<file path="src/rtl/sort_result_serializer.sv">
// sort_result_serializer: captures a finished sort frame on the rising edge of
// the sorter's done flag and streams its elements out over valid/ready, index 0
// first. The sorter may start the next sort while this frame drains.
// Optional macro SORT_CHECK_EN: flags an out-of-order (descending) element
// within a frame on o_order_err; without it o_order_err is tied to 0.
module sort_result_serializer #(
  parameter  int SIZE_DATA = 8,
  parameter  int NUM_VALS  = 8,
  localparam int IDX_W     = $clog2(NUM_VALS)
) (
  input  logic                          i_clk,
  input  logic                          i_rst,
  input  logic                          i_done,
  input  logic [NUM_VALS*SIZE_DATA-1:0] i_data,
  output logic                          o_busy,
  output logic                          o_valid,
  input  logic                          i_ready,
  output logic [SIZE_DATA-1:0]          o_data,
  output logic [IDX_W-1:0]              o_index,
  output logic                          o_last,
  output logic                          o_frame_done,
  output logic                          o_overrun,
  output logic                          o_order_err
);

  typedef enum logic {IDLE, STREAM} state_t;

  state_t               state;
  state_t               state_next;
  logic                 done_q;
  logic                 edge_det;
  logic                 acc;
  logic                 finish;
  logic                 capture;
  logic [SIZE_DATA-1:0] cap_q [NUM_VALS];

  assign edge_det = i_done & ~done_q;
  assign o_valid  = (state == STREAM);
  assign o_busy   = (state == STREAM);
  assign acc      = o_valid & i_ready;
  assign o_last   = (o_index == IDX_W'(NUM_VALS - 1)) & o_valid;
  assign finish   = acc & o_last;
  // A new frame is taken when idle, or when the last element leaves this cycle.
  assign capture  = edge_det & ((state == IDLE) | finish);
  assign o_data   = cap_q[o_index];

  // State register.
  always_ff @(posedge i_clk) begin
    if (i_rst) state <= IDLE;
    else       state <= state_next;
  end

  // Next state: enter STREAM on a done edge, leave it after the last element
  // unless a back-to-back frame is captured on that same cycle.
  always_comb begin
    state_next = state;
    case (state)
      IDLE:    if (edge_det) state_next = STREAM;
      STREAM:  if (finish && !edge_det) state_next = IDLE;
      default: state_next = IDLE;
    endcase
  end

  // Frame capture, element index, done-edge history and status flags.
  always_ff @(posedge i_clk) begin
    if (i_rst) begin
      done_q       <= 1'b0;
      o_index      <= '0;
      o_frame_done <= 1'b0;
      o_overrun    <= 1'b0;
      for (int k = 0; k < NUM_VALS; k++) cap_q[k] <= '0;
    end else begin
      done_q       <= i_done;
      o_frame_done <= finish;
      if (capture) begin
        for (int k = 0; k < NUM_VALS; k++) cap_q[k] <= i_data[k*SIZE_DATA +: SIZE_DATA];
        o_index <= '0;
      end else if (finish) begin
        o_index <= '0;
      end else if (acc) begin
        o_index <= o_index + 1'b1;
      end
      if (edge_det && !capture) o_overrun <= 1'b1;
    end
  end

`ifdef SORT_CHECK_EN
  logic [SIZE_DATA-1:0] prev_q;

  // Remember each accepted element and flag a descent within the frame; a new
  // capture starts the frame with a clean flag.
  always_ff @(posedge i_clk) begin
    if (i_rst) begin
      prev_q      <= '0;
      o_order_err <= 1'b0;
    end else begin
      if (acc) prev_q <= o_data;
      if (capture)
        o_order_err <= 1'b0;
      else if (acc && (o_index != '0) && (o_data < prev_q))
        o_order_err <= 1'b1;
    end
  end
`else
  assign o_order_err = 1'b0;
`endif

endmodule

</file>
<file path="config.mk">
export PLATFORM = sky130hd
export DESIGN_NAME = sort_result_serializer
export DESIGN_NICKNAME = d
export VERILOG_FILES = /design/src/rtl/sort_result_serializer.sv
export SDC_FILE = /design/constraint.sdc
export NUM_CORES = 1
export LEC_CHECK = 0
export ABC_AREA = 1
export BUFFER_PORTS_ARGS = -buffer_cell sky130_fd_sc_hd__clkbuf_2
export CAP_MARGIN = 20
export CORE_MARGIN = 8
export CORE_UTILIZATION = 50
export CTS_CLUSTER_SIZE = 20
export DETAILED_ROUTE_END_ITERATION = 10
export PLACE_DENSITY = 0.82
export SLEW_MARGIN = 10
export SYNTH_ARGS = -nofsm -noshare
export SYNTH_HDL_FRONTEND = slang
export SYNTH_SLANG_ARGS = --single-unit
</file>
<file path="constraint.sdc">
create_clock -name i_clk -period 3.9 [get_ports i_clk]
set_input_delay 0.195 -clock i_clk [delete_from_list [all_inputs] [get_ports i_clk]]
set_output_delay 0.195 -clock i_clk [all_outputs]
set_load 0.02 [all_outputs]
</file>
; ---- Yosys cells after proc, flatten, opt, wreduce, memory -nomap -nowiden
; Memory sizes are Yosys's and may differ from the RTL's. A register that Yosys moved wholly into a read port is not among the register bits.
; Cells that the tools add are included.
[op_classes]
add_sub_neg = 1
eq_ne = 1
n_mux = 18
bitwise_logic = 16
n_reduce_logical = 5
[ops]
columns = cell, count
row1 = $mux W8, 8
row2 = $or A1 B1 Y1, 9
row3 = $mux W1, 7
row4 = $mux W3, 2
row5 = $and A1 B1 Y1, 5
row6 = $add A3 B1 Y3 const B, 1
row7 = $eq A3 B3 Y1 const B, 1
row8 = $reduce_or A3 Y1, 1
row9 = $logic_and A1 B1 Y1, 2
row10 = $logic_not A1 Y1, 2
row11 = $not A1 Y1, 2
row12 = $pmux W1 S2, 1
[word_totals]
ff_bits = 7
ram_bits = 64
in_bits = 68
elab_cells = 47
mem_count = 1
[mem_list]
columns = memory, depth, width, read_ports, rd_clocked_by_memory_dff, wr, line
row1 = cap_q, 8, 8, 1, 1, 8, 35  ; logic [SIZE_DATA-1:0] cap_q [NUM_VALS];

; ---- Longest topological paths before layout
; Gate-level depths: netlist of run 1.
[depth]
word_depth = 9
ltp_mapped = 8
mapped_depth_nobuf = 7

; ---- Worst setup path before layout of run 1
; OpenSTA, ideal clock, no wires.
[synth_path]
path_kind = reg-to-reg
startpoint = register o_index[0]
endpoint = memory cap_q[0][0], enable pin
setup_ns = 0.424
arrival_time_ns = 2.480
slack_ns = 0.997
path_stages_with_launch = 7
path_buffers = 0
synth_period_minus_slack_ns = 2.903
cell_sequence = dfxtp_1 > ha_1 > ha_1 > nand3_2 > nand2_1 > nand2_1 > nand2_1
[synth_lines]
columns = item, line
row1 = from (decl), 19  ; output logic [IDX_W-1:0] o_index,
row2 = from (signal assigned), 81  ; o_index <= o_index + 1'b1;
row3 = to (decl), 35

==> run_summary.xml, run 1 <==
<?xml version="1.0" encoding="UTF-8"?>
<metrics>
  <group name="status">
    <metric name="status" unit="">completed</metric>
  </group>
  <group name="placement">
    <metric name="detailedPlacementHpwl" unit="um">5930</metric>
    <metric name="port-buffer-count" unit="">83</metric>
    <metric name="placement.cell_area" unit="um^2">4260</metric>
    <metric name="placement.setup.worst_slack" unit="ns">1.46</metric>
    <metric name="gpl.final_weighted_congestion" unit="">0.841</metric>
  </group>
  <group name="detailed_routing">
    <metric name="num_vias" unit="">2908</metric>
    <metric name="dr.first_iter.drc_count" unit="">156</metric>
    <metric name="detail_route.drc_violations" unit="">0</metric>
    <metric name="firstDrtPassIters" unit="">4</metric>
    <metric name="post_drt_via_cell_ratio" unit="">4.49</metric>
    <metric name="drt_wl_total" unit="um">7990</metric>
    <metric name="drt.antenna.violating_nets" unit="">0</metric>
    <metric name="detail_route.wl_per_cell" unit="um">12.3</metric>
  </group>
  <group name="global_route">
    <metric name="grt_max_degree" unit="">41</metric>
    <metric name="use_met2" unit="%">27.9</metric>
    <metric name="grt_most_used_layer" unit="">met2</metric>
    <metric name="grt_remaining_overflow" unit="">0</metric>
    <metric name="antenna_found_initial" unit="">0</metric>
    <metric name="grt_pass1_vias" unit="">2945</metric>
    <metric name="globalRouteMet1Util" unit="%">17.5</metric>
    <metric name="grt_use_total" unit="%">15.9</metric>
    <metric name="wire_length_of_the_first_global_routing_pass" unit="um">12800</metric>
    <metric name="globalRouteMet3Util" unit="%">3.01</metric>
  </group>
  <group name="power">
    <metric name="seq_power_share" unit="%">54.6</metric>
    <metric name="leakagePower" unit="nW">2.42</metric>
    <metric name="net_switching_fraction_of_the_power" unit="%">25.4</metric>
    <metric name="power_density" unit="nW/um^2">386</metric>
    <metric name="cellInternalPower" unit="mW">1.28</metric>
    <metric name="power.share.combinational" unit="%">12.9</metric>
    <metric name="p_switching" unit="mW">0.436</metric>
    <metric name="max-vdd-ir-drop" unit="uV">263</metric>
    <metric name="pwr-share-clk" unit="%">32.4</metric>
  </group>
  <group name="floorplanning">
    <metric name="std_cell_rows" unit="">32</metric>
    <metric name="die_w" unit="um">103</metric>
    <metric name="placeable_core_area" unit="um^2">7530</metric>
    <metric name="die-height" unit="um">103</metric>
    <metric name="floorplan.die_area" unit="um^2">10700</metric>
    <metric name="ios" unit="">85</metric>
    <metric name="start_util" unit="%">50.5</metric>
  </group>
  <group name="synthesis">
    <metric name="synth.ff_latch_count" unit="">74</metric>
    <metric name="synth-seq-area-share" unit="%">55.8</metric>
    <metric name="synth-simple-area-share" unit="%">26.3</metric>
    <metric name="post_synth_main_area_contributors" unit="">sky130_fd_sc_hd__edfxtp_1 (51%), sky130_fd_sc_hd__inv_1 (14%), sky130_fd_sc_hd__nand2_1 (11%)</metric>
    <metric name="synth_warnings" unit="">0</metric>
    <metric name="mappedNetlistNets" unit="">532</metric>
    <metric name="share_of_the_synthesized_area_in_the_top_cell_type" unit="%">50.5</metric>
    <metric name="synth_area_leader_cell" unit="">sky130_fd_sc_hd__edfxtp_1</metric>
    <metric name="postSynthAreaPerCell" unit="um^2">8.23</metric>
    <metric name="synth_top_family_by_area" unit="">simple AND/OR/NAND/NOR gates</metric>
    <metric name="synth.area.mux_share" unit="%">0</metric>
    <metric name="share_of_the_synthesized_area_in_compound_gates_ao_oa_aoi_oai" unit="%">0.329</metric>
    <metric name="syn-cell-area" unit="um^2">3800</metric>
    <metric name="xor_and_xnor_fraction_of_the_mapped_netlist_area" unit="%">0.230</metric>
    <metric name="gate_count_after_technology_mapping" unit="">462</metric>
    <metric name="synth_adder_area_share" unit="%">0.658</metric>
    <metric name="synth_cell_types" unit="">20</metric>
  </group>
  <group name="clocking">
    <metric name="post_cts.repair.setup_buffers" unit="">0</metric>
    <metric name="clk_pin_slew" unit="ns">0.07</metric>
    <metric name="clk_latency" unit="ns">0.35</metric>
    <metric name="clockBufferDepth" unit="">2</metric>
    <metric name="tritoncts" unit="">done</metric>
    <metric name="cts_repair_resize_count" unit="">0</metric>
    <metric name="htreeDepth" unit="">3</metric>
    <metric name="tritoncts.num_buffers" unit="">9</metric>
    <metric name="cts_hold_repair.buffers" unit="">0</metric>
    <metric name="number_of_sinks_driven_by_the_clock_tree" unit="">74</metric>
    <metric name="clock_root_cell" unit="">sky130_fd_sc_hd__clkbuf_8</metric>
  </group>
  <group name="timing">
    <metric name="rsz0062_at_grt" unit="">no</metric>
    <metric name="worst_slew_pin_slew" unit="ns">0.960</metric>
    <metric name="worst_clock_skew" unit="ns">0.00572</metric>
    <metric name="finalSetupTns" unit="ns">0</metric>
    <metric name="slew_headroom" unit="%">35.9</metric>
    <metric name="final-max-slew-violation-count" unit="">0</metric>
    <metric name="fin_crit_period" unit="ns">2.46</metric>
    <metric name="max_clock_freq" unit="MHz">407</metric>
    <metric name="number_of_failing_setup_endpoints_in_the_final_timing_report" unit="">0</metric>
    <metric name="finalCritPeriodShare" unit="%">63.1</metric>
    <metric name="hold_viol" unit="">0</metric>
    <metric name="finalWorstSetupSlack" unit="ns">1.44</metric>
  </group>
  <group name="layout">
    <metric name="num-fill-cells" unit="">698</metric>
    <metric name="utilization" unit="%">59.1</metric>
    <metric name="finalNetCount" unit="">610</metric>
    <metric name="antenna_cell_count" unit="">0</metric>
    <metric name="drive_gt1_share" unit="%">22.9</metric>
    <metric name="syn2layout_area_growth" unit="%">17.0</metric>
    <metric name="layout.cell_area.non_filler" unit="um^2">4450</metric>
  </group>
  <group name="setup_path">
    <metric name="cp_top_family" unit="">buffers and inverters</metric>
    <metric name="cp_common_cell" unit="">sky130_fd_sc_hd__nand2_1</metric>
    <metric name="timing.critical_path.to_type" unit="">output pin</metric>
    <metric name="max_stage_delay" unit="ns">0.74</metric>
    <metric name="cp_slowest_cell" unit="">sky130_fd_sc_hd__inv_1</metric>
    <metric name="crit_path_cell_trace" unit="">buf_4 &gt; inv_1 &gt; nand2_1 &gt; nand3_1 &gt; nand2_1 &gt; nand2_1 &gt; nand2_1 &gt; clkbuf_2</metric>
    <metric name="arrival" unit="ns">2.26</metric>
    <metric name="timing.critical_path.from_type" unit="">flop</metric>
    <metric name="critical_path.n_buffers_inverters" unit="">3</metric>
    <metric name="critical_path_required" unit="ns">3.70</metric>
    <metric name="timing_worst_setup_path_type" unit="">reg -&gt; out</metric>
    <metric name="critPathMaxFanout" unit="">33</metric>
  </group>
  <group name="hold_path">
    <metric name="type_of_the_most_critical_hold_path" unit="">in -&gt; reg</metric>
  </group>
  <group name="run">
    <metric name="maxCapViolCount" unit="">0</metric>
  </group>
</metrics>
cell families after synthesis:
family                   Yosys count
AND/OR/NAND/NOR                  225
buffers and inverters            157
adder cells (fa/ha/maj)            2
XOR/XNOR                           1
flip-flops                        74
other                              1
AO/OA/AOI/OAI                      2
registers in the layout, summed over array words and instances, names as in the netlist, named ones only:
| register | count |
|---|---|
| cap_q | 64 |
| o_index | 3 |
| done_q | 1 |
| o_busy | 1 |
| o_frame_done | 1 |
| o_overrun | 1 |
per-stage QoR:
stage | total power, mW | std cells | hold slack, ns
6_report | 1.72 | 647 | 0.0582
5_1_grt | 1.79 | 647 | 0.0578
4_1_cts | 1.73 | 647 | 0.0488
3_5_place_dp | 1.18 | 631 | 0.422
3_3_place_gp | 1.17 | 631 | 0.414
2_1_floorplan | 1.10 | 462 | 0.320
power groups by stage:
stage          registers (mW)  clock network, mW  logic (mW)
2_1_floorplan           0.955                  0       0.147
3_3_place_gp            0.953                  0       0.214
3_5_place_dp            0.957                  0       0.223
4_1_cts                 0.939              0.564       0.224
5_1_grt                 0.944              0.597       0.253
6_report                0.939              0.557       0.222
area by class of cell:
type | count | area [um^2] | area share, %
Sequential cell | 74 | 2120 | 47.7
Multi-Input combinational cell | 231 | 1050 | 23.6
Inverter | 137 | 514 | 11.6
Timing Repair Buffer | 87 | 445 | 10.0
Clock buffer | 11 | 163 | 3.65
Tap cell | 102 | 128 | 2.87
Clock inverter | 5 | 26.3 | 0.590
cell usage after synthesis:
master	number
sky130_fd_sc_hd__inv_1	137
sky130_fd_sc_hd__buf_4	2
sky130_fd_sc_hd__nor2_4	10
sky130_fd_sc_hd__nand3_1	34
sky130_fd_sc_hd__ha_1	2
sky130_fd_sc_hd__buf_8	1
sky130_fd_sc_hd__clkbuf_1	8
sky130_fd_sc_hd__buf_1	1
sky130_fd_sc_hd__nand3_2	2
sky130_fd_sc_hd__buf_2	6
sky130_fd_sc_hd__buf_6	2
sky130_fd_sc_hd__xor2_1	1
sky130_fd_sc_hd__nor2_2	10
sky130_fd_sc_hd__a21boi_0	1
sky130_fd_sc_hd__edfxtp_1	64
sky130_fd_sc_hd__a21oi_1	1
sky130_fd_sc_hd__conb_1	1
sky130_fd_sc_hd__nand2_1	115
sky130_fd_sc_hd__nor2_1	54
sky130_fd_sc_hd__dfxtp_1	10
worst register-to-register path, stage by stage (launching register included):
cell	delay, ns
sky130_fd_sc_hd__dfxtp_1	0.38
sky130_fd_sc_hd__ha_1	0.17
sky130_fd_sc_hd__ha_1	0.21
sky130_fd_sc_hd__nand3_2	0.11
sky130_fd_sc_hd__nand2_1	0.12
sky130_fd_sc_hd__nand2_1	0.09
sky130_fd_sc_hd__nand2_2	0.44
sky130_fd_sc_hd__buf_4	0.56
metal layers:
layer  wire length [um]  share of wire [%]
met5                  0                  0
met4                246                3.1
met3                429                5.4
met2               4100                 51
met1               3210                 40
layout by cell type (no fill, tap or decap):
cell type and instances:
sky130_fd_sc_hd__a21boi_0 1, sky130_fd_sc_hd__clkinv_2 3, sky130_fd_sc_hd__clkbuf_16 1, sky130_fd_sc_hd__buf_4 4
sky130_fd_sc_hd__edfxtp_1 64, sky130_fd_sc_hd__clkinv_1 1, sky130_fd_sc_hd__clkinvlp_4 1, sky130_fd_sc_hd__nand2_1 114
sky130_fd_sc_hd__clkbuf_2 83, sky130_fd_sc_hd__nand3_2 2, sky130_fd_sc_hd__inv_1 137, sky130_fd_sc_hd__ha_1 2
sky130_fd_sc_hd__nor2_2 10, sky130_fd_sc_hd__dfxtp_1 10, sky130_fd_sc_hd__clkbuf_8 10, sky130_fd_sc_hd__nor2_4 10
sky130_fd_sc_hd__conb_1 1, sky130_fd_sc_hd__nand2_2 1, sky130_fd_sc_hd__nand3_1 34, sky130_fd_sc_hd__a21oi_1 1
sky130_fd_sc_hd__nor2_1 54, sky130_fd_sc_hd__xor2_1 1
worst paths after layout:
kind / start / end / slack (ns) / depth (start not counted)
max: flop / o_data[6] / 1.44 / 8
min: i_done / done_q$_SDFF_PP0_ / 0.06 / 3
max reg2reg: o_index[0]$_SDFFE_PP0P_ / cap_q[7][5]$_SDFFCE_PP0P_ / 1.46 / 7
min reg2reg: o_overrun$_SDFFE_PP0P_ / o_overrun$_SDFFE_PP0P_ / 0.49 / 2
(Power assumes the default switching activity.)
==> run 2, diff against run 1 <==
--- a/config.mk
+++ b/config.mk
@@ -5,11 +5,11 @@
 export SDC_FILE = /design/constraint.sdc
 export NUM_CORES = 1
 export LEC_CHECK = 0
-export ABC_AREA = 1
+export ABC_AREA = 0
 export BUFFER_PORTS_ARGS = -buffer_cell sky130_fd_sc_hd__clkbuf_2
 export CAP_MARGIN = 20
 export CORE_MARGIN = 8
-export CORE_UTILIZATION = 50
+export CORE_UTILIZATION = 47
 export CTS_CLUSTER_SIZE = 20
 export DETAILED_ROUTE_END_ITERATION = 10
 export PLACE_DENSITY = 0.82
==> constraint.sdc (replaced) <==
create_clock -name i_clk -period 2.2 [get_ports i_clk]
set_input_delay 0.11 -clock i_clk [delete_from_list [all_inputs] [get_ports i_clk]]
set_output_delay 0.11 -clock i_clk [all_outputs]
set_load 0.02 [all_outputs]
==> run 2 against run 1 <==
Compared with the run above:
- global-route usage is 2.8 points lower
- die area fell by 6.9%
- critical endpoint is now o_data[2]
- design area down 9.0%
- first-iteration DRC count down 47%
- hold slack worse by 0.015 ns
- largest power group unchanged
==> run_summary.xml, run 2 <==
<?xml version="1.0" encoding="UTF-8"?>
<metrics>
  <group name="status">
    <metric name="status" unit="">completed</metric>
  </group>
  <group name="global_route">
    <metric name="grt_use_total" unit="%">13.1</metric>
    <metric name="use_met2" unit="%">21.6</metric>
    <metric name="globalRouteMet3Util" unit="%">5.31</metric>
    <metric name="grt_most_used_layer" unit="">met2</metric>
    <metric name="grt_max_degree" unit="">65</metric>
    <metric name="antenna_found_initial" unit="">0</metric>
    <metric name="globalRouteMet1Util" unit="%">14.3</metric>
    <metric name="grt_remaining_overflow" unit="">0</metric>
    <metric name="grt_pass1_vias" unit="">2003</metric>
    <metric name="wire_length_of_the_first_global_routing_pass" unit="um">9730</metric>
  </group>
  <group name="timing">
    <metric name="holdWs" unit="ns">0.0437</metric>
    <metric name="number_of_failing_setup_endpoints_in_the_final_timing_report" unit="">0</metric>
    <metric name="finalCritPeriodShare" unit="%">93.0</metric>
    <metric name="fin_crit_period" unit="ns">2.05</metric>
    <metric name="rsz0062_at_grt" unit="">no</metric>
    <metric name="finalWorstSetupSlack" unit="ns">0.153</metric>
    <metric name="max_clock_freq" unit="MHz">489</metric>
    <metric name="final-max-slew-violation-count" unit="">0</metric>
    <metric name="worst_clock_skew" unit="ns">0.0100</metric>
    <metric name="hold_viol" unit="">0</metric>
  </group>
  <group name="placement">
    <metric name="gpl.final_weighted_congestion" unit="">0.791</metric>
    <metric name="port-buffer-count" unit="">83</metric>
    <metric name="placement.setup.worst_slack" unit="ns">0.499</metric>
    <metric name="detailedPlacementHpwl" unit="um">4560</metric>
  </group>
  <group name="floorplanning">
    <metric name="die-height" unit="um">99.6</metric>
    <metric name="start_util" unit="%">48.3</metric>
    <metric name="placeable_core_area" unit="um^2">6790</metric>
    <metric name="die_w" unit="um">99.6</metric>
    <metric name="floorplan.die_area" unit="um^2">9920</metric>
    <metric name="std_cell_rows" unit="">30</metric>
    <metric name="ios" unit="">85</metric>
  </group>
  <group name="synthesis">
    <metric name="synth-seq-area-share" unit="%">64.6</metric>
    <metric name="postSynth.topFlopCell" unit="">sky130_fd_sc_hd__edfxtp_1</metric>
    <metric name="syn-cell-area" unit="um^2">3280</metric>
    <metric name="synth.ff_latch_count" unit="">74</metric>
    <metric name="number_of_flops_mapped_to_enable_cells_by_yosys" unit="">64</metric>
    <metric name="synth_warnings" unit="">0</metric>
    <metric name="synth_area_leader_cell" unit="">sky130_fd_sc_hd__edfxtp_1</metric>
    <metric name="mappedNetlistNets" unit="">274</metric>
    <metric name="netlist_top_cells_count" unit="">sky130_fd_sc_hd__edfxtp_1 (64), sky130_fd_sc_hd__and2_1 (49), sky130_fd_sc_hd__nor2b_1 (17)</metric>
    <metric name="synth_cell_types" unit="">29</metric>
    <metric name="gate_count_after_technology_mapping" unit="">204</metric>
    <metric name="post_synth_main_area_contributors" unit="">sky130_fd_sc_hd__edfxtp_1 (59%), sky130_fd_sc_hd__mux4_1 (12%), sky130_fd_sc_hd__and2_1 (9.3%)</metric>
    <metric name="share_of_the_synthesized_area_in_the_top_cell_type" unit="%">58.5</metric>
    <metric name="postSynthAreaPerCell" unit="um^2">16.1</metric>
    <metric name="fraction_of_registers_with_async_set_or_reset_after_synthesis" unit="%">0</metric>
    <metric name="yosys.cell_count.top_type" unit="">sky130_fd_sc_hd__edfxtp_1</metric>
  </group>
  <group name="setup_path">
    <metric name="timing_worst_setup_path_type" unit="">reg -&gt; out</metric>
    <metric name="cp_slowest_cell" unit="">sky130_fd_sc_hd__mux4_1</metric>
    <metric name="max_stage_delay" unit="ns">0.58</metric>
    <metric name="reg2reg_setup_slack" unit="ns">0.52</metric>
    <metric name="r2r-start" unit="">o_index[0]$_SDFFE_PP0P_</metric>
    <metric name="timing.critical_path.from_type" unit="">flop</metric>
    <metric name="crit_path_cell_trace" unit="">buf_4 &gt; mux4_1 &gt; mux2_2 &gt; clkbuf_2</metric>
    <metric name="timing.critical_path.to_type" unit="">output pin</metric>
    <metric name="critical_path_required" unit="ns">2.09</metric>
    <metric name="r2r_cells" unit="">6</metric>
    <metric name="endpoint" unit="">o_data[2]</metric>
    <metric name="crit_reg_reg_endpoint" unit="">cap_q[0][1]$_SDFFCE_PN0P_</metric>
    <metric name="critPathMaxFanout" unit="">11</metric>
    <metric name="arrival" unit="ns">1.94</metric>
  </group>
  <group name="power">
    <metric name="pwr-share-clk" unit="%">36.2</metric>
    <metric name="max-vdd-ir-drop" unit="uV">598</metric>
    <metric name="finalPower" unit="mW">3.05</metric>
    <metric name="seq_power_share" unit="%">54.5</metric>
    <metric name="p_switching" unit="mW">0.648</metric>
    <metric name="power_density" unit="nW/um^2">752</metric>
    <metric name="power.share.combinational" unit="%">9.3</metric>
    <metric name="leakagePower" unit="nW">1.68</metric>
    <metric name="net_switching_fraction_of_the_power" unit="%">21.3</metric>
    <metric name="cellInternalPower" unit="mW">2.40</metric>
  </group>
  <group name="detailed_routing">
    <metric name="firstDrtPassIters" unit="">4</metric>
    <metric name="drt_wl_total" unit="um">6290</metric>
    <metric name="post_drt_via_cell_ratio" unit="">4.86</metric>
    <metric name="detail_route.wl_per_cell" unit="um">16.1</metric>
    <metric name="drt.antenna.violating_nets" unit="">0</metric>
    <metric name="detail_route.drc_violations" unit="">0</metric>
    <metric name="dr.first_iter.drc_count" unit="">82</metric>
    <metric name="num_vias" unit="">1897</metric>
  </group>
  <group name="clocking">
    <metric name="tritoncts.num_buffers" unit="">9</metric>
    <metric name="cts_repair_resize_count" unit="">0</metric>
    <metric name="number_of_sinks_driven_by_the_clock_tree" unit="">74</metric>
    <metric name="clk_latency" unit="ns">0.34</metric>
    <metric name="clock_root_cell" unit="">sky130_fd_sc_hd__clkbuf_8</metric>
    <metric name="post_cts.repair.setup_buffers" unit="">0</metric>
    <metric name="htreeDepth" unit="">3</metric>
    <metric name="cts_hold_repair.buffers" unit="">0</metric>
    <metric name="clockBufferDepth" unit="">2</metric>
    <metric name="clk_pin_slew" unit="ns">0.08</metric>
    <metric name="tritoncts" unit="">done</metric>
  </group>
  <group name="layout">
    <metric name="largestRegisters" unit="">cap_q: 64 flops, o_index: 3 flops</metric>
    <metric name="layout_commonest_cell" unit="">sky130_fd_sc_hd__clkbuf_2</metric>
    <metric name="most-common-layout-cells" unit="">sky130_fd_sc_hd__clkbuf_2 (83), sky130_fd_sc_hd__edfxtp_1 (64), sky130_fd_sc_hd__and2_1 (49)</metric>
    <metric name="top_register" unit="">cap_q</metric>
    <metric name="drive_gt1_share" unit="%">40.1</metric>
    <metric name="syn2layout_area_growth" unit="%">23.3</metric>
    <metric name="finalNetCount" unit="">359</metric>
    <metric name="largest_register_ff_count" unit="">64</metric>
    <metric name="antenna_cell_count" unit="">0</metric>
  </group>
  <group name="hold_path">
    <metric name="type_of_the_most_critical_hold_path" unit="">in -&gt; reg</metric>
  </group>
  <group name="run">
    <metric name="maxCapViolCount" unit="">0</metric>
  </group>
</metrics>
[run 2: cell types whose count changed after synthesis, sizes merged, moves of 2 or more]
cell,previous run,this run
nor2b,0,17
buf,12,6
a21oi,1,3
nor2,74,4
and2,0,49
mux2,0,8
nand2,115,3
mux4,0,16
inv,137,2
nand3,36,3
[run 2: cell families (layout without fill, tap and decap cells)]
kind of cell | Yosys count | after routing | share of synthesized area [%]
multiplexers | 24 | 24 | 15.4
flip-flops | 74 | 74 | 64.6
other | 1 | 1 | 0.114
XOR/XNOR | 1 | 1 | 0.267
AND/OR/NAND/NOR | 79 | 79 | 14.6
buffers and inverters | 16 | 106 | 2.86
adder cells (fa/ha/maj) | 2 | 2 | 0.762
AO/OA/AOI/OAI | 7 | 7 | 1.37
[run 2: cell type report]
cell class / instances / area, um^2
Fill cell: 553 / 2750
Timing Repair Buffer: 88 / 465
Inverter: 2 / 7.51
Tap cell: 96 / 120
Clock buffer: 9 / 124
Clock inverter: 7 / 83.8
Sequential cell: 74 / 2130
Multi-Input combinational cell: 114 / 1120
[run 2: stage by stage]
stage               utilization [%]  area, um^2  cells  TNS, ns
global placement               56.5        3840    374        0
floorplan                         -        3340    204    -2.05
detailed placement             56.5        3840    374        0
CTS                            59.6        4050    390        0
global route                   59.6        4050    390        0
finish                         59.6        4050    390        0
[run 2: worst min path at each step]
stage	from	to	cells after the start
after CTS	i_data[10]	cap_q[1][2]$_SDFFCE_PN0P_	2
after global placement	i_done	done_q$_SDFF_PP0_	2
final	i_data[36]	cap_q[4][4]$_SDFFCE_PN0P_	2
after global routing	i_data[10]	cap_q[1][2]$_SDFFCE_PN0P_	2
after floorplan	i_done	done_q$_SDFF_PP0_	1
after detailed placement	i_data[10]	cap_q[1][2]$_SDFFCE_PN0P_	2
[run 2: layer usage]
layer | wire (um) | vias to the layer above
li1 | - | 925
met5 | 0 | -
met1 | 2490 | 894
met3 | 543 | 9
met2 | 3160 | 69
met4 | 102 | 0
[run 2: power by group through the flow]
stage / clock, mW / combinational [mW] / sequential [mW]
6_report: 1.10 / 0.284 / 1.66
5_1_grt: 1.18 / 0.311 / 1.67
4_1_cts: 1.13 / 0.290 / 1.66
3_5_place_dp: 0 / 0.288 / 1.69
3_3_place_gp: 0 / 0.282 / 1.69
2_1_floorplan: 0 / 0.176 / 1.68
[run 2: critical path, delay by kind of cell, from the launching register on]
family / cells / cell delay, ns
buffers and inverters: 2 / 0.38
flip-flops: 1 / 0.34
multiplexers: 2 / 0.87
==> run 3, diff against run 2 <==
--- a/config.mk
+++ b/config.mk
@@ -13,6 +13,7 @@
 export CTS_CLUSTER_SIZE = 20
 export DETAILED_ROUTE_END_ITERATION = 10
 export PLACE_DENSITY = 0.82
+export RECOVER_POWER = 50
 export SLEW_MARGIN = 10
 export SYNTH_ARGS = -nofsm -noshare
 export SYNTH_HDL_FRONTEND = slang
==> run 3 against run 2 <==
Compared with the run above:
- design area shrank 1.3%
- clock skew is essentially flat
- first-iteration DRC count decreased by 1.2%
- hold slack about the same
- critical path depth is the same
- routed wire length hardly changed
- combinational power fell by 3%
- count of clock-buffer cells in the layout is the same
- non-clock buffer count did not move
- clock power about the same
- global-route usage unchanged
- largest power group unchanged
==> run_summary.xml, run 3 (synthesis gave the netlist of run 2 again) <==
<?xml version="1.0" encoding="UTF-8"?>
<metrics>
  <group name="status">
    <metric name="status" unit="">completed</metric>
  </group>
  <group name="clocking">
    <metric name="cts_repair_resize_count" unit="">0</metric>
    <metric name="cts_hold_repair.buffers" unit="">0</metric>
    <metric name="post_cts.repair.setup_buffers" unit="">0</metric>
    <metric name="number_of_sinks_driven_by_the_clock_tree" unit="">74</metric>
    <metric name="tritoncts" unit="">done</metric>
    <metric name="clk_pin_slew" unit="ns">0.08</metric>
    <metric name="htreeDepth" unit="">3</metric>
    <metric name="clock_root_cell" unit="">sky130_fd_sc_hd__clkbuf_8</metric>
    <metric name="clockBufferDepth" unit="">2</metric>
    <metric name="clk_latency" unit="ns">0.34</metric>
    <metric name="tritoncts.num_buffers" unit="">9</metric>
  </group>
  <group name="placement">
    <metric name="gpl.final_weighted_congestion" unit="">0.791</metric>
    <metric name="post-place-cells" unit="">374</metric>
    <metric name="detailedPlacementHpwl" unit="um">4560</metric>
    <metric name="port-buffer-count" unit="">83</metric>
  </group>
  <group name="run">
    <metric name="maxCapViolCount" unit="">0</metric>
  </group>
  <group name="layout">
    <metric name="drive_gt1_share" unit="%">36.1</metric>
    <metric name="largestRegisters" unit="">cap_q: 64 flops, o_index: 3 flops</metric>
    <metric name="top_register" unit="">cap_q</metric>
    <metric name="antenna_cell_count" unit="">0</metric>
    <metric name="most-common-layout-cells" unit="">sky130_fd_sc_hd__clkbuf_2 (74), sky130_fd_sc_hd__edfxtp_1 (64), sky130_fd_sc_hd__and2_1 (49)</metric>
    <metric name="layout_commonest_cell" unit="">sky130_fd_sc_hd__clkbuf_2</metric>
    <metric name="finalNetCount" unit="">359</metric>
    <metric name="utilization" unit="%">58.8</metric>
    <metric name="finalNonFillerCells" unit="">390</metric>
    <metric name="syn2layout_area_growth" unit="%">21.8</metric>
    <metric name="num-fill-cells" unit="">568</metric>
    <metric name="largest_register_ff_count" unit="">64</metric>
  </group>
  <group name="setup_path">
    <metric name="r2r-start" unit="">o_index[1]$_SDFFE_PP0P_</metric>
    <metric name="reg2reg_setup_slack" unit="ns">0.18</metric>
    <metric name="cp_slowest_cell" unit="">sky130_fd_sc_hd__mux4_1</metric>
    <metric name="timing.critical_path.to_type" unit="">output pin</metric>
    <metric name="crit_path_cell_trace" unit="">buf_4 &gt; mux4_1 &gt; mux2_2 &gt; clkbuf_2</metric>
    <metric name="critical_path_required" unit="ns">2.09</metric>
    <metric name="timing.critical_path.from_type" unit="">flop</metric>
    <metric name="critical_path.n_buffers_inverters" unit="">2</metric>
    <metric name="timing_worst_setup_path_type" unit="">reg -&gt; out</metric>
    <metric name="critPathMaxFanout" unit="">11</metric>
    <metric name="max_stage_delay" unit="ns">0.59</metric>
    <metric name="cp_top_family" unit="">multiplexers</metric>
    <metric name="arrival" unit="ns">1.94</metric>
  </group>
  <group name="hold_path">
    <metric name="type_of_the_most_critical_hold_path" unit="">in -&gt; reg</metric>
    <metric name="hold_path_startpoint" unit="">i_data[36]</metric>
  </group>
  <group name="power">
    <metric name="leakagePower" unit="nW">1.65</metric>
    <metric name="max-vdd-ir-drop" unit="uV">598</metric>
    <metric name="power_density" unit="nW/um^2">761</metric>
    <metric name="finalPower" unit="mW">3.04</metric>
  </group>
  <group name="timing">
    <metric name="final-max-slew-violation-count" unit="">0</metric>
    <metric name="slew_headroom" unit="%">31.1</metric>
    <metric name="worst_clock_skew" unit="ns">0.0100</metric>
    <metric name="holdWs" unit="ns">0.0439</metric>
    <metric name="number_of_failing_setup_endpoints_in_the_final_timing_report" unit="">0</metric>
    <metric name="hold_viol" unit="">0</metric>
    <metric name="finalCritPeriodShare" unit="%">93.1</metric>
    <metric name="worst_slew_pin_slew" unit="ns">1.03</metric>
    <metric name="max_clock_freq" unit="MHz">488</metric>
    <metric name="rsz0062_at_grt" unit="">no</metric>
    <metric name="fin_crit_period" unit="ns">2.05</metric>
  </group>
  <group name="detailed_routing">
    <metric name="detail_route.wl_per_cell" unit="um">16.1</metric>
    <metric name="post_drt_via_cell_ratio" unit="">4.85</metric>
    <metric name="drt.antenna.violating_nets" unit="">0</metric>
    <metric name="dr.first_iter.drc_count" unit="">81</metric>
    <metric name="detail_route.drc_violations" unit="">0</metric>
    <metric name="firstDrtPassIters" unit="">4</metric>
    <metric name="num_vias" unit="">1891</metric>
    <metric name="drt_wl_total" unit="um">6300</metric>
  </group>
  <group name="global_route">
    <metric name="grt_remaining_overflow" unit="">0</metric>
    <metric name="antenna_found_initial" unit="">0</metric>
    <metric name="grt_pass1_vias" unit="">2003</metric>
    <metric name="grt_use_total" unit="%">13.1</metric>
    <metric name="wire_length_of_the_first_global_routing_pass" unit="um">9730</metric>
    <metric name="grt_max_degree" unit="">65</metric>
  </group>
  <group name="floorplanning">
    <metric name="ios" unit="">85</metric>
    <metric name="die-height" unit="um">99.6</metric>
    <metric name="floorplan.die_area" unit="um^2">9920</metric>
    <metric name="die_w" unit="um">99.6</metric>
    <metric name="std_cell_rows" unit="">30</metric>
    <metric name="placeable_core_area" unit="um^2">6790</metric>
    <metric name="start_util" unit="%">48.3</metric>
  </group>
</metrics>
[run 3: cell counts in the layout (fill, tap and decap cells not counted)]
No cell type changed its count.
[run 3: path summary, 6_finish.rpt]
check,endpoint,cells past startpoint
hold / removal,cap_q[4][4]$_SDFFCE_PN0P_,2
setup reg to reg,cap_q[7][4]$_SDFFCE_PP0P_,5
setup / recovery,o_data[3],4
hold reg to reg,o_overrun$_SDFFE_PP0P_,2
[run 3: per-layer routing]
metal | track usage [%] | wire length, um
met5 | 0 | 0
met4 | 6.64 | 102
met3 | 5.31 | 549
met2 | 21.6 | 3190
met1 | 14.3 | 2460
[run 3: final cells by class]
| cell class | instances | area, um^2 | share of cell area, % |
|---|---|---|---|
| repair buffers | 88 | 442 | 11.0 |
| well taps | 96 | 120 | 3.00 |
| clock inverters | 7 | 83.8 | 2.10 |
| flip-flops and latches | 74 | 2130 | 53.2 |
| multi-input cells | 114 | 1090 | 27.4 |
| inverters | 2 | 7.51 | 0.188 |
| clock buffers | 9 | 124 | 3.10 |
[run 3: metrics by stage]
step | setup TNS (ns) | setup slack (ns) | cell area (um^2)
after global routing | 0 | 0.0356 | 4000
after CTS | 0 | 0.112 | 4050
after floorplan | -2.05 | -0.0321 | 3340
after global placement | 0 | 0.520 | 3840
final | 0 | 0.153 | 4000
after detailed placement | 0 | 0.499 | 3840
[run 3: power breakdown]
part           total [mW]  switching (mW)  leakage, nW  internal, mW
combinational       0.275           0.138        0.783         0.137
clock                1.10           0.478        0.102         0.625
sequential           1.66          0.0285        0.765          1.63
